## config.mk

```make
export PLATFORM = sky130hd
export DESIGN_NAME = ram_port_arbiter
export DESIGN_NICKNAME = d
export VERILOG_FILES = /design/src/rtl/ram_port_arbiter.sv
export SDC_FILE = /design/constraint.sdc
export NUM_CORES = 1
export LEC_CHECK = 0
export CAP_MARGIN = 20
export CELL_PAD_IN_SITES_DETAIL_PLACEMENT = 1
export CELL_PAD_IN_SITES_GLOBAL_PLACEMENT = 1
export CORE_ASPECT_RATIO = 1.25
export CORE_MARGIN = 2
export CORE_UTILIZATION = 31
export CTS_CLUSTER_SIZE = 40
export DETAILED_ROUTE_END_ITERATION = 12
export GPL_ROUTABILITY_DRIVEN = 0
export PLACE_DENSITY_LB_ADDON = 0.1
export SLEW_MARGIN = 20
export SYNTH_ARGS = -nofsm -noshare
export SYNTH_HDL_FRONTEND = slang
export SYNTH_SLANG_ARGS = --single-unit
export TNS_END_PERCENT = 50
```

## constraint.sdc

```tcl
create_clock -name clk -period 1.9 [get_ports clk]
set_input_delay 0.285 -clock clk [delete_from_list [all_inputs] [get_ports clk]]
set_output_delay 0.285 -clock clk [all_outputs]
set_load 0.01 [all_outputs]
```

## src/rtl/ram_port_arbiter.sv

```systemverilog
// ram_port_arbiter
// Shares one single-port synchronous RAM between requesters A and B.
// Per-cycle arbitration (round-robin with a BURST_MAX-bounded lock) picks a
// winner, the winning access is registered onto the RAM port, and read data
// is steered back to its owner two cycles after accept.
// Optional build macro: ARB_FIXED_PRIO_EN selects fixed A-over-B priority.
//
// state | meaning
// IDLE  | no access was accepted last cycle
// OWN_A | last accepted access belonged to A
// OWN_B | last accepted access belonged to B

module ram_port_arbiter #(
    parameter int ADDR_W    = 5,
    parameter int DATA_W    = 4,
    parameter int BURST_MAX = 4
) (
    input  logic              clk,
    input  logic              rst,
    input  logic              req_a,
    input  logic              lock_a,
    input  logic              we_a,
    input  logic [ADDR_W-1:0] addr_a,
    input  logic [DATA_W-1:0] wdata_a,
    input  logic              req_b,
    input  logic              lock_b,
    input  logic              we_b,
    input  logic [ADDR_W-1:0] addr_b,
    input  logic [DATA_W-1:0] wdata_b,
    output logic              gnt_a,
    output logic              gnt_b,
    output logic              rvalid_a,
    output logic [DATA_W-1:0] rdata_a,
    output logic              rvalid_b,
    output logic [DATA_W-1:0] rdata_b,
    output logic              ram_en,
    output logic              ram_we,
    output logic [ADDR_W-1:0] ram_addr,
    output logic [DATA_W-1:0] ram_di,
    input  logic [DATA_W-1:0] ram_do
);

    localparam int               CNT_W   = $clog2(BURST_MAX + 1);
    localparam logic [CNT_W-1:0] CNT_MAX = CNT_W'(BURST_MAX);
    localparam logic [CNT_W-1:0] CNT_ONE = CNT_W'(1);

    typedef enum logic [1:0] {
        IDLE  = 2'd0,
        OWN_A = 2'd1,
        OWN_B = 2'd2
    } state_t;

    state_t            state_q, state_d;
    logic              last_b_q, last_b_d;   // 1: B owned the most recent accept
    logic [CNT_W-1:0]  burst_cnt_q, burst_cnt_d;

    logic              accept_a, accept_b, accept;
    logic              sel_we;
    logic [ADDR_W-1:0] sel_addr;
    logic [DATA_W-1:0] sel_wdata;

    // pipeline tags travelling alongside the access
    logic              p1_rd, p1_b;
    logic [DATA_W-1:0] rdata_a_q, rdata_b_q;

    // arbitration state register
    always_ff @(posedge clk) begin
        if (rst) begin
            state_q     <= IDLE;
            last_b_q    <= 1'b1;
            burst_cnt_q <= '0;
        end else begin
            state_q     <= state_d;
            last_b_q    <= last_b_d;
            burst_cnt_q <= burst_cnt_d;
        end
    end

    // grant decision, accept detection and next-state / burst count
    always_comb begin
        gnt_a       = 1'b0;
        gnt_b       = 1'b0;
        state_d     = IDLE;
        last_b_d    = last_b_q;
        burst_cnt_d = '0;

        if (!rst) begin
`ifdef ARB_FIXED_PRIO_EN
            // A always wins; a B lock can only matter when A is silent
            if (req_a) begin
                gnt_a = 1'b1;
            end else if (req_b) begin
                gnt_b = 1'b1;
            end
`else
            if (state_q == OWN_A && lock_a && req_a && burst_cnt_q < CNT_MAX) begin
                gnt_a = 1'b1;
            end else if (state_q == OWN_B && lock_b && req_b && burst_cnt_q < CNT_MAX) begin
                gnt_b = 1'b1;
            end else if (req_a && req_b) begin
                // exhausted burst falls here too: the other side wins
                if (last_b_q) begin
                    gnt_a = 1'b1;
                end else begin
                    gnt_b = 1'b1;
                end
            end else if (req_a) begin
                gnt_a = 1'b1;
            end else if (req_b) begin
                gnt_b = 1'b1;
            end
`endif
        end

        accept_a = req_a & gnt_a;
        accept_b = req_b & gnt_b;
        accept   = accept_a | accept_b;

        if (accept_a) begin
            state_d  = OWN_A;
            last_b_d = 1'b0;
            if (state_q != OWN_A || !lock_a) begin
                burst_cnt_d = CNT_ONE;
            end else if (burst_cnt_q == CNT_MAX) begin
                burst_cnt_d = CNT_MAX;
            end else begin
                burst_cnt_d = burst_cnt_q + CNT_ONE;
            end
        end else if (accept_b) begin
            state_d  = OWN_B;
            last_b_d = 1'b1;
            if (state_q != OWN_B || !lock_b) begin
                burst_cnt_d = CNT_ONE;
            end else if (burst_cnt_q == CNT_MAX) begin
                burst_cnt_d = CNT_MAX;
            end else begin
                burst_cnt_d = burst_cnt_q + CNT_ONE;
            end
        end
    end

    // steer the winner's access fields toward the RAM port registers
    always_comb begin
        sel_we    = we_a;
        sel_addr  = addr_a;
        sel_wdata = wdata_a;
        if (accept_b) begin
            sel_we    = we_b;
            sel_addr  = addr_b;
            sel_wdata = wdata_b;
        end
    end

    // RAM port registers plus the two-stage owner/read tag pipeline
    always_ff @(posedge clk) begin
        if (rst) begin
            ram_en   <= 1'b0;
            ram_we   <= 1'b0;
            ram_addr <= '0;
            ram_di   <= '0;
            p1_rd    <= 1'b0;
            p1_b     <= 1'b0;
            rvalid_a <= 1'b0;
            rvalid_b <= 1'b0;
        end else begin
            ram_en <= accept;
            ram_we <= accept & sel_we;
            if (accept) begin
                ram_addr <= sel_addr;
                ram_di   <= sel_wdata;
            end
            p1_rd    <= accept & ~sel_we;
            p1_b     <= accept_b;
            rvalid_a <= p1_rd & ~p1_b;
            rvalid_b <= p1_rd & p1_b;
        end
    end

    // keep the last delivered read word so rdata stays stable between pulses
    always_ff @(posedge clk) begin
        if (rst) begin
            rdata_a_q <= '0;
            rdata_b_q <= '0;
        end else begin
            if (rvalid_a) begin
                rdata_a_q <= ram_do;
            end
            if (rvalid_b) begin
                rdata_b_q <= ram_do;
            end
        end
    end

    // RAM output is only valid in the rvalid cycle, so pass it straight through then
    assign rdata_a = rvalid_a ? ram_do : rdata_a_q;
    assign rdata_b = rvalid_b ? ram_do : rdata_b_q;

endmodule
```

==> results of run 1 <==
==> cell families (layout without fill, tap and decap cells) <==
kind of cell,count (synthesis),in the layout
DFF,29,29
adders and majority gates,2,2
muxes,8,8
buffers and inverters,14,83
AOI/OAI and AO/OA,42,42
and+or+nand+nor,42,42
==> where the power goes <==
group	total, mW	internal [mW]	switching, mW
combinational	0.321	0.181	0.140
clock	0.496	0.252	0.244
sequential	0.659	0.640	0.0192
==> path summary, 6_finish.rpt <==
kind | from | end | slack (ns) | cells past startpoint
setup / recovery | state_q[1] | gnt_b | -0.007 | 5
hold / removal | p1_b | rvalid_a | 0.41 | 1
setup reg to reg | state_q[1] | p1_rd | 0.11 | 6
hold reg to reg | p1_b | rvalid_a | 0.41 | 1
==> through the flow <==
stage	TNS, ns	power (mW)	instance area, µm²	utilization	hold WS, ns
2_1_floorplan	0	0.815	1300	-	0.389
3_3_place_gp	-4.99	0.984	1980	0.488	0.396
3_5_place_dp	-6.01	0.999	1980	0.488	0.406
4_1_cts	-0.00737	1.50	2090	0.513	0.408
5_1_grt	-0.0829	1.56	2080	0.511	0.423
6_report	-0.00662	1.48	2080	0.511	0.405
==> timing repair <==
action	CTS	global route
buffers inserted	2	0
resized for setup	15	1
setup endpoints to repair	13	12
hold buffers	0	0
pin swaps	4	0
==> per-layer routing <==
| layer | vias up | global-route usage | wire length (µm) |
|---|---|---|---|
| li1 | 629 | - | - |
| met1 | 631 | 0.187 | 1490 |
| met2 | 42 | 0.345 | 2210 |
| met3 | 6 | 0.0662 | 255 |
| met4 | 0 | 0.0681 | 65 |
| met5 | - | 0 | 0 |
==> synthesized netlist by cell type <==
master	number	share of area
dfxtp_1	29	0.45
nor2_1	14	0.040
a31oi_1	10	0.048
nor2b_1	10	0.048
a211oi_1	9	0.052
mux2_2	8	0.069
o21ai_1	8	0.031
clkbuf_1	6	0.017
inv_1	5	0.014
o21ai_0	5	0.019
nor3_1	4	0.015
a21oi_1	3	0.012
nand2_1	3	0.0086
buf_6	2	0.017
ha_1	2	0.019
nand3b_1	2	0.012
a2111oi_0	1	0.0067
a2111oi_4	1	0.021
a211o_1	1	0.0067
a211oi_4	1	0.015
a311oi_1	1	0.0067
and3_1	1	0.0048
and3_4	1	0.0086
and3b_1	1	0.0067
and4bb_2	1	0.0096
buf_2	1	0.0038
nand2b_1	1	0.0048
nand3_1	1	0.0038
nor3b_1	1	0.0058
o21bai_1	1	0.0058
o32a_1	1	0.0077
or2_2	1	0.0048
or3b_4	1	0.0086
==> worst max-delay path: stages (launching register included) <==
cell and delay, ns:
dfxtp_2 0.33, or3b_4 0.40, buf_6 0.13, a211oi_4 0.24, nor2_2 0.08, buf_2 0.15
==> registers in the layout, summed over array words and instances (netlist names) <==
register / cells
burst_cnt_q: 3
last_b_q: 1
p1_b: 1
p1_rd: 1
ram_addr: 5
ram_di: 4
ram_en: 1
ram_we: 1
rdata_a_q: 4
rdata_b_q: 4
rvalid_a: 1
rvalid_b: 1
state_q: 2
==> cell type report <==
class / instances / area [µm²] / share of cell area
Clock buffer: 5 / 68.8 / 0.0331
Inverter: 5 / 18.8 / 0.00903
Clock inverter: 3 / 17.5 / 0.00842
Sequential cell: 29 / 588 / 0.283
Tap cell: 56 / 70.1 / 0.0337
Timing Repair Buffer: 70 / 661 / 0.318
Multi-Input combinational cell: 94 / 656 / 0.315
==> impl.org, run 1 <==
** Yosys
- Synthesis produced a netlist with a net count of 169.
- Portion of the post-synthesis area used by sequential elements :: 0.446
- By area, the combinational part of the netlist is dominated by compound AO/OA/AOI/OAI gates.
- Of the total synthesized cell area, the portion taken by full adders, half adders and majority gates is 0.0192.
- Count of warnings emitted by yosys :: 0
- Share of the synthesized netlist area taken by xor and xnor gates :: 0
- Mean cell area of the mapped netlist :: around 9.5 µm²
- In this run the cell area of the synthesized design comes to between 0.001 and 0.0015 mm².
- After synthesis, the netlist uses 33 different library cells.
- Flop and latch count out of synthesis :: 29
- In the synthesized netlist, the number of instances is between 100 and 150.
- Simple-gate share of the synthesized area :: 0.182
- Synth Area in Compound Gates :: 0.232
- Measured against the total synthesized area, the mux share comes to 0.0692.

** Clock tree
- Deepest level of the CTS H-tree :: 2
- Inserted Clock Buffers :: 5
- Clock latency on the worst-skew pair :: about 0.28 ns
- Clock tree synthesis found a total of 29 sinks.
- TritonCTS built the clock tree.
- Clock transition at the registers of the reported paths :: ~0.07 ns
- The tree is rooted in a clkbuf_8.
- Maximum buffer depth of the clock tree :: 2

** Drt
- Summing over every cut layer, the via total after detailed routing is 1308.
- DRC violation total after the first TritonRoute iteration :: 13
- Mean number of vias per cell :: about 5
- Remaining DRCs :: 0
- For this block, the routed nets add up to about 4000 µm of wire.
- For this run, the detailed router's first-pass iteration total came to 4.
- Avg WL per Cell :: approximately 15 µm
- Antenna-violating nets left :: 0

** Cells and area
- Share of layout cells above drive strength 1 :: 0.228
- Fin nets :: ~240
- The finished layout holds between 200 and 300 standard cells, fillers aside.
- Most common cell after layout, fill and taps aside :: clkdlybuf4s50_1
- Highest-count cells in the layout ignoring fill and taps :: clkdlybuf4s50_1, dfxtp_1, buf_4, nor2_1
- The repair_antennas step left the layout with diodes totalling 0.
- Fill cells in the final layout number 470.
- The area growth from synthesis to layout is 59.7%.

** Place
- HPWL after detailed placement :: 3040 µm
- In this run the tool buffered the top-level ports with 52 buffer cells.
- Worst-case setup slack after placement :: -0.688 ns
- Total placed cells including tap cells :: roughly 250

** Floorplanning
- In this run the horizontal extent of the chip is 62.0 µm.
- Number of ports placed on the die boundary :: 53
- Standard-cell rows :: 26
- Core Area :: between 0.004 and 0.005 mm²
- Area enclosed by the die boundary :: about 0.0047 mm²
- The floorplan step set the die height to around 76 µm.
- The initial utilization of the core area, before any placement, comes to 0.320.

** Power and ir drop
- Total leakage power :: ~0.8 nW
- VDD sags by at most 0.000361 V.
- Total power per unit cell area :: 710 mW/mm²

** Setup path
- The worst setup path is captured at an output pin.
- At the worst endpoint, the arrival time is between 1.5 and 2 ns.
- STA classifies the critical path startpoint as a flop.
- The worst setup path is of the flop to output pin kind.
- STA puts the critical path data required time at around 1.6 ns.
- Largest fanout on the critical path :: 3

** Timing
- The number of endpoints with negative hold slack in the final report is 0.
- Total setup violations reported at the end of the flow :: 1
- Setup repair after global routing could not meet its margin everywhere.
- Number of pins with negative max-slew slack in the final report :: 0
- In the post-route analysis, the smallest setup slack over all paths is -0.00662 ns.
- Time the worst path needs with I/O delays and setup :: ~1.9 ns
- Static timing analysis puts the maximum clock frequency at roughly 0.52 GHz.
- On the final layout, the worst clock skew is 0.00245 ns.
- Ratio of final minimum period to clock period :: 1.00
- At the pin with the least slew margin, the transition time is 0.488 ns.
- Tightest slew margin relative to the limit :: 0.671

** GRT
- For this run, the total global-route usage over all layers was measured as 0.190.
- GR Overflow Total :: 0
- The number of global-route vias before repair was between 1000 and 1500.
- Entering global routing, the biggest net connects 23 pins.
- The first global-routing pass estimated around 6600 µm of wire.
- The number of antenna violations at the first check in global routing came to 0.

** Run status
- The flow ran to the end, but the final reports show violations.
- The checks that failed: negative setup slack.

** Worst hold path
- The worst hold path belongs to the class flop to flop.

** Run
- Max-cap violations :: 0
Note: power is estimated with default switching activity, not from simulation.
==> run 2, diff against run 1 <==
--- a/config.mk
+++ b/config.mk
@@ -9,7 +9,7 @@
 export CELL_PAD_IN_SITES_DETAIL_PLACEMENT = 1
 export CELL_PAD_IN_SITES_GLOBAL_PLACEMENT = 1
 export CORE_ASPECT_RATIO = 1.25
-export CORE_MARGIN = 2
+export CORE_MARGIN = 3
 export CORE_UTILIZATION = 31
 export CTS_CLUSTER_SIZE = 40
 export DETAILED_ROUTE_END_ITERATION = 12
==> impl.org, run 2 (same netlist as run 1, synthesis figures left out) <==
** GRT
- The maximum number of pins on one net before global-route repair is 19 (was 23).
- GR Overflow Total :: 0 (unchanged)
- The met1 layer usage reported by global route came to 0.178 (was 0.187).
- Met3 track demand over resource in global routing :: 0.0572 (was 0.0662)
- The layer carrying the most global-route usage was met2 (unchanged).
- The number of antenna violations at the first check in global routing was 0 (unchanged).
- Wire length of the first global-routing pass :: 6890 µm (was 6640 µm)
- The global-route track usage on met2 is 0.333 (was 0.345).
- Via count of the first global-routing pass :: 1456 (was 1438)
- The total global routing track utilization came to 0.176 (was 0.190).

** Cells and area
- The final cell utilization of the core is 0.530 (was 0.511).
- Synth-to-Final Area Change :: 59.2% (was 59.7%)
- The top register by number of flip-flops is ram_addr (unchanged).
- Highest-count cells in the layout ignoring fill and taps :: clkdlybuf4s50_1, dfxtp_1, buf_4, nor2_1 (unchanged)
- The flip-flop count of the largest register after layout was 5 (unchanged).
- The total non-filler cell area in the finished layout was 0.00207 mm² (was 0.00208 mm²).
- The post-layout net count was 237 (unchanged).
- The antenna diode instance count was 0 (unchanged).
- The fraction of layout instances using a drive strength above 1 is 0.223 (was 0.228).
- The number of standard cells in the final layout excluding fillers is 260 (was 262).
- Most common cell after layout, fill and taps aside :: clkdlybuf4s50_1 (unchanged)

** Clock tree
- The clock insertion delay at the later pin of the skew report is 0.28 ns (about the same).
- The number of H-tree levels was 2 (unchanged).
- Clock tree from TritonCTS :: done (unchanged)
- The count of clock tree sinks is 29 (unchanged).
- Root buffer cell :: clkbuf_8 (unchanged)
- The post-CTS setup-driven buffer insertion count was 0 (was 2).
- The total clock buffers created by CTS is 5 (unchanged).
- The number of buffers on the longest clock path is 2 (unchanged).
- Quantity of hold-fixing buffers added after cts :: 0 (unchanged)
- Clock transition at the registers of the reported paths :: 0.07 ns (about the same)

** Floorplanning
- Standard-cell rows :: 25 (was 26)
- The starting density of the core was 0.333 (was 0.320).
- The die height is 78.5 µm (was 76.5 µm).
- The area of the die was 0.00502 mm² (was 0.00474 mm²).
- The floorplan core area is 0.00391 mm² (was 0.00407 mm²).
- The count of pins on the block boundary came to 53 (unchanged).
- Chip width :: 64.0 µm (was 62.0 µm)

** Power and ir drop
- Total power per unit cell area :: 717 mW/mm² (was 710 mW/mm²)
- The power dissipated by switching net loads is 413 µW (was 404 µW).
- Share of power burned in combinational logic :: 0.216 (was 0.217)
- Maximum ir drop on the vdd rail :: 0.000339 V (was 0.000361 V)
- Net switching fraction of the power :: 0.278 (was 0.273)
- The part of the total power dissipated in sequential elements came to 0.446 (about the same).
- Internal power :: 1.07 mW (about the same)
- The clock share of power came to 0.339 (was 0.336).
- Total leakage power :: 0.816 nW (was 0.815 nW)

** Timing
- The transition at the pin with the smallest max-transition slack is 0.475 ns (was 0.488 ns).
- The final worst-path cycle share was 0.999 (was 1.00).
- Final hold vios :: 0 (unchanged)
- The final number of max-transition violations was 0 (unchanged).
- Summed negative setup slack over all endpoints :: 0 ns (was -0.00662 ns)
- Final hold slack :: 0.408 ns (was 0.405 ns)
- Worst clock skew :: 0.00372 ns (was 0.00245 ns)
- The worst max-slew margin expressed relative to the limit came to 0.680 (was 0.671).
- RSZ-0062 raised after global routing :: true (unchanged)
- The achievable frequency came to 0.527 GHz (was 0.524 GHz).
- Total setup violations reported at the end of the flow :: 0 (was 1)
- Time the worst path needs with I/O delays and setup :: 1.90 ns (was 1.91 ns)

** Setup path
- The beginning of the worst register-to-register path was state_q[1] (unchanged).
- Critical Path Start Type :: flop (unchanged)
- The endpoint of the lowest-slack register-to-register path is ram_di[2] (was p1_rd).
- The required time reported for the critical path endpoint came to 1.62 ns (about the same).
- Worst-case reg-to-reg path depth :: 6 (unchanged)
- The worst path arrival time came to 1.61 ns (was 1.62 ns).
- The critical path endpoint category is an output pin (unchanged).
- The maximum fanout encountered on the critical timing path is 2 (was 3).
- Minimum setup slack among reg-to-reg paths :: 0.11 ns (about the same)
- Critical path start-end classification :: flop to output pin (unchanged)

** Run
- The number of maximum-capacitance violations came to 0 (unchanged).

** Worst hold path
- The count of cells along the worst hold path is 1 (unchanged).
- Hold Crit Start :: p1_b (unchanged)
- The end point of the most critical hold path is rvalid_a (unchanged).
- The type of the worst min-delay path is flop to flop (unchanged).

** Drt
- The number of DRC violations after detailed routing is 0 (unchanged).
- The number of nets still failing antenna checks after routing came to 0 (unchanged).
- Mean number of vias per cell :: 4.99 (about the same)
- The total number of vias came to 1298 (was 1308).
- DRT Wirelength :: 4190 µm (was 4020 µm)
- DRC violation total after the first TritonRoute iteration :: 33 (was 13)
- The average wire per cell in the routed design was 16.1 µm (was 15.3 µm).
- Iteration count of the initial detailed-routing pass :: 4 (unchanged)

** Run status
- Outcome :: finished, final reports clean (was complete, but fails checks)

** Place
- The number of port buffers came to 52 (unchanged).
- HPWL after detailed placement :: 3100 µm (was 3040 µm)
- Total placed cells including tap cells :: 252 (was 253)
- The area after detailed placement came to 0.00199 mm² (was 0.00198 mm²).
run 2: timing repair:
action / CTS / global route
setup endpoints to repair: 15 / 5
resized for setup: 11 / 3
pin swaps: 3 / 0
run 2: per-stage QoR:
step	power [mW]	setup slack [ns]
6_report	1.49	0.00104
4_1_cts	1.49	0.00824
2_1_floorplan	0.815	0.264
3_5_place_dp	0.997	-0.683
5_1_grt	1.56	-0.0606
3_3_place_gp	0.983	-0.661
run 2: worst max path at each step:
stage | from | to | slack (ns) | cells past startpoint
after global placement | lock_a | gnt_a | -0.66 | 5
final | state_q[1] | gnt_a | 0.001 | 4
after floorplan | burst_cnt_q[2] | burst_cnt_q[0] | 0.26 | 4
after CTS | state_q[1] | gnt_b | 0.008 | 5
after detailed placement | lock_a | gnt_a | -0.68 | 5
after global routing | state_q[1] | gnt_a | -0.06 | 4
run 2: power by group through the flow:
stage | Clock, mW | Combinational, mW | Sequential [mW]
4_1_cts | 0.506 | 0.324 | 0.662
2_1_floorplan | 0 | 0.135 | 0.679
3_5_place_dp | 0 | 0.322 | 0.675
6_report | 0.503 | 0.321 | 0.662
3_3_place_gp | 0 | 0.311 | 0.673
5_1_grt | 0.549 | 0.349 | 0.667
run 2: final cells by class:
type / instances / area [µm²]
tap: 54 / 67.6
timing repair buffer: 70 / 661
inverter: 5 / 18.8
clock buffer: 5 / 68.8
fill: 466 / 1840
clock inverter: 3 / 17.5
multi-input combinational: 94 / 656
sequential: 29 / 584
run 2: worst max-delay path, stage by stage, from the launching register on:
cell and delay (ns):
dfxtp_2 0.34, or3b_4 0.40, and3_4 0.20, a2111oi_4 0.20, buf_2 0.19
run 2: per-layer routing:
metal,vias up,share of wire
li1,629,-
met1,617,0.39
met3,7,0.061
met4,0,0.017
met2,45,0.53
met5,-,0
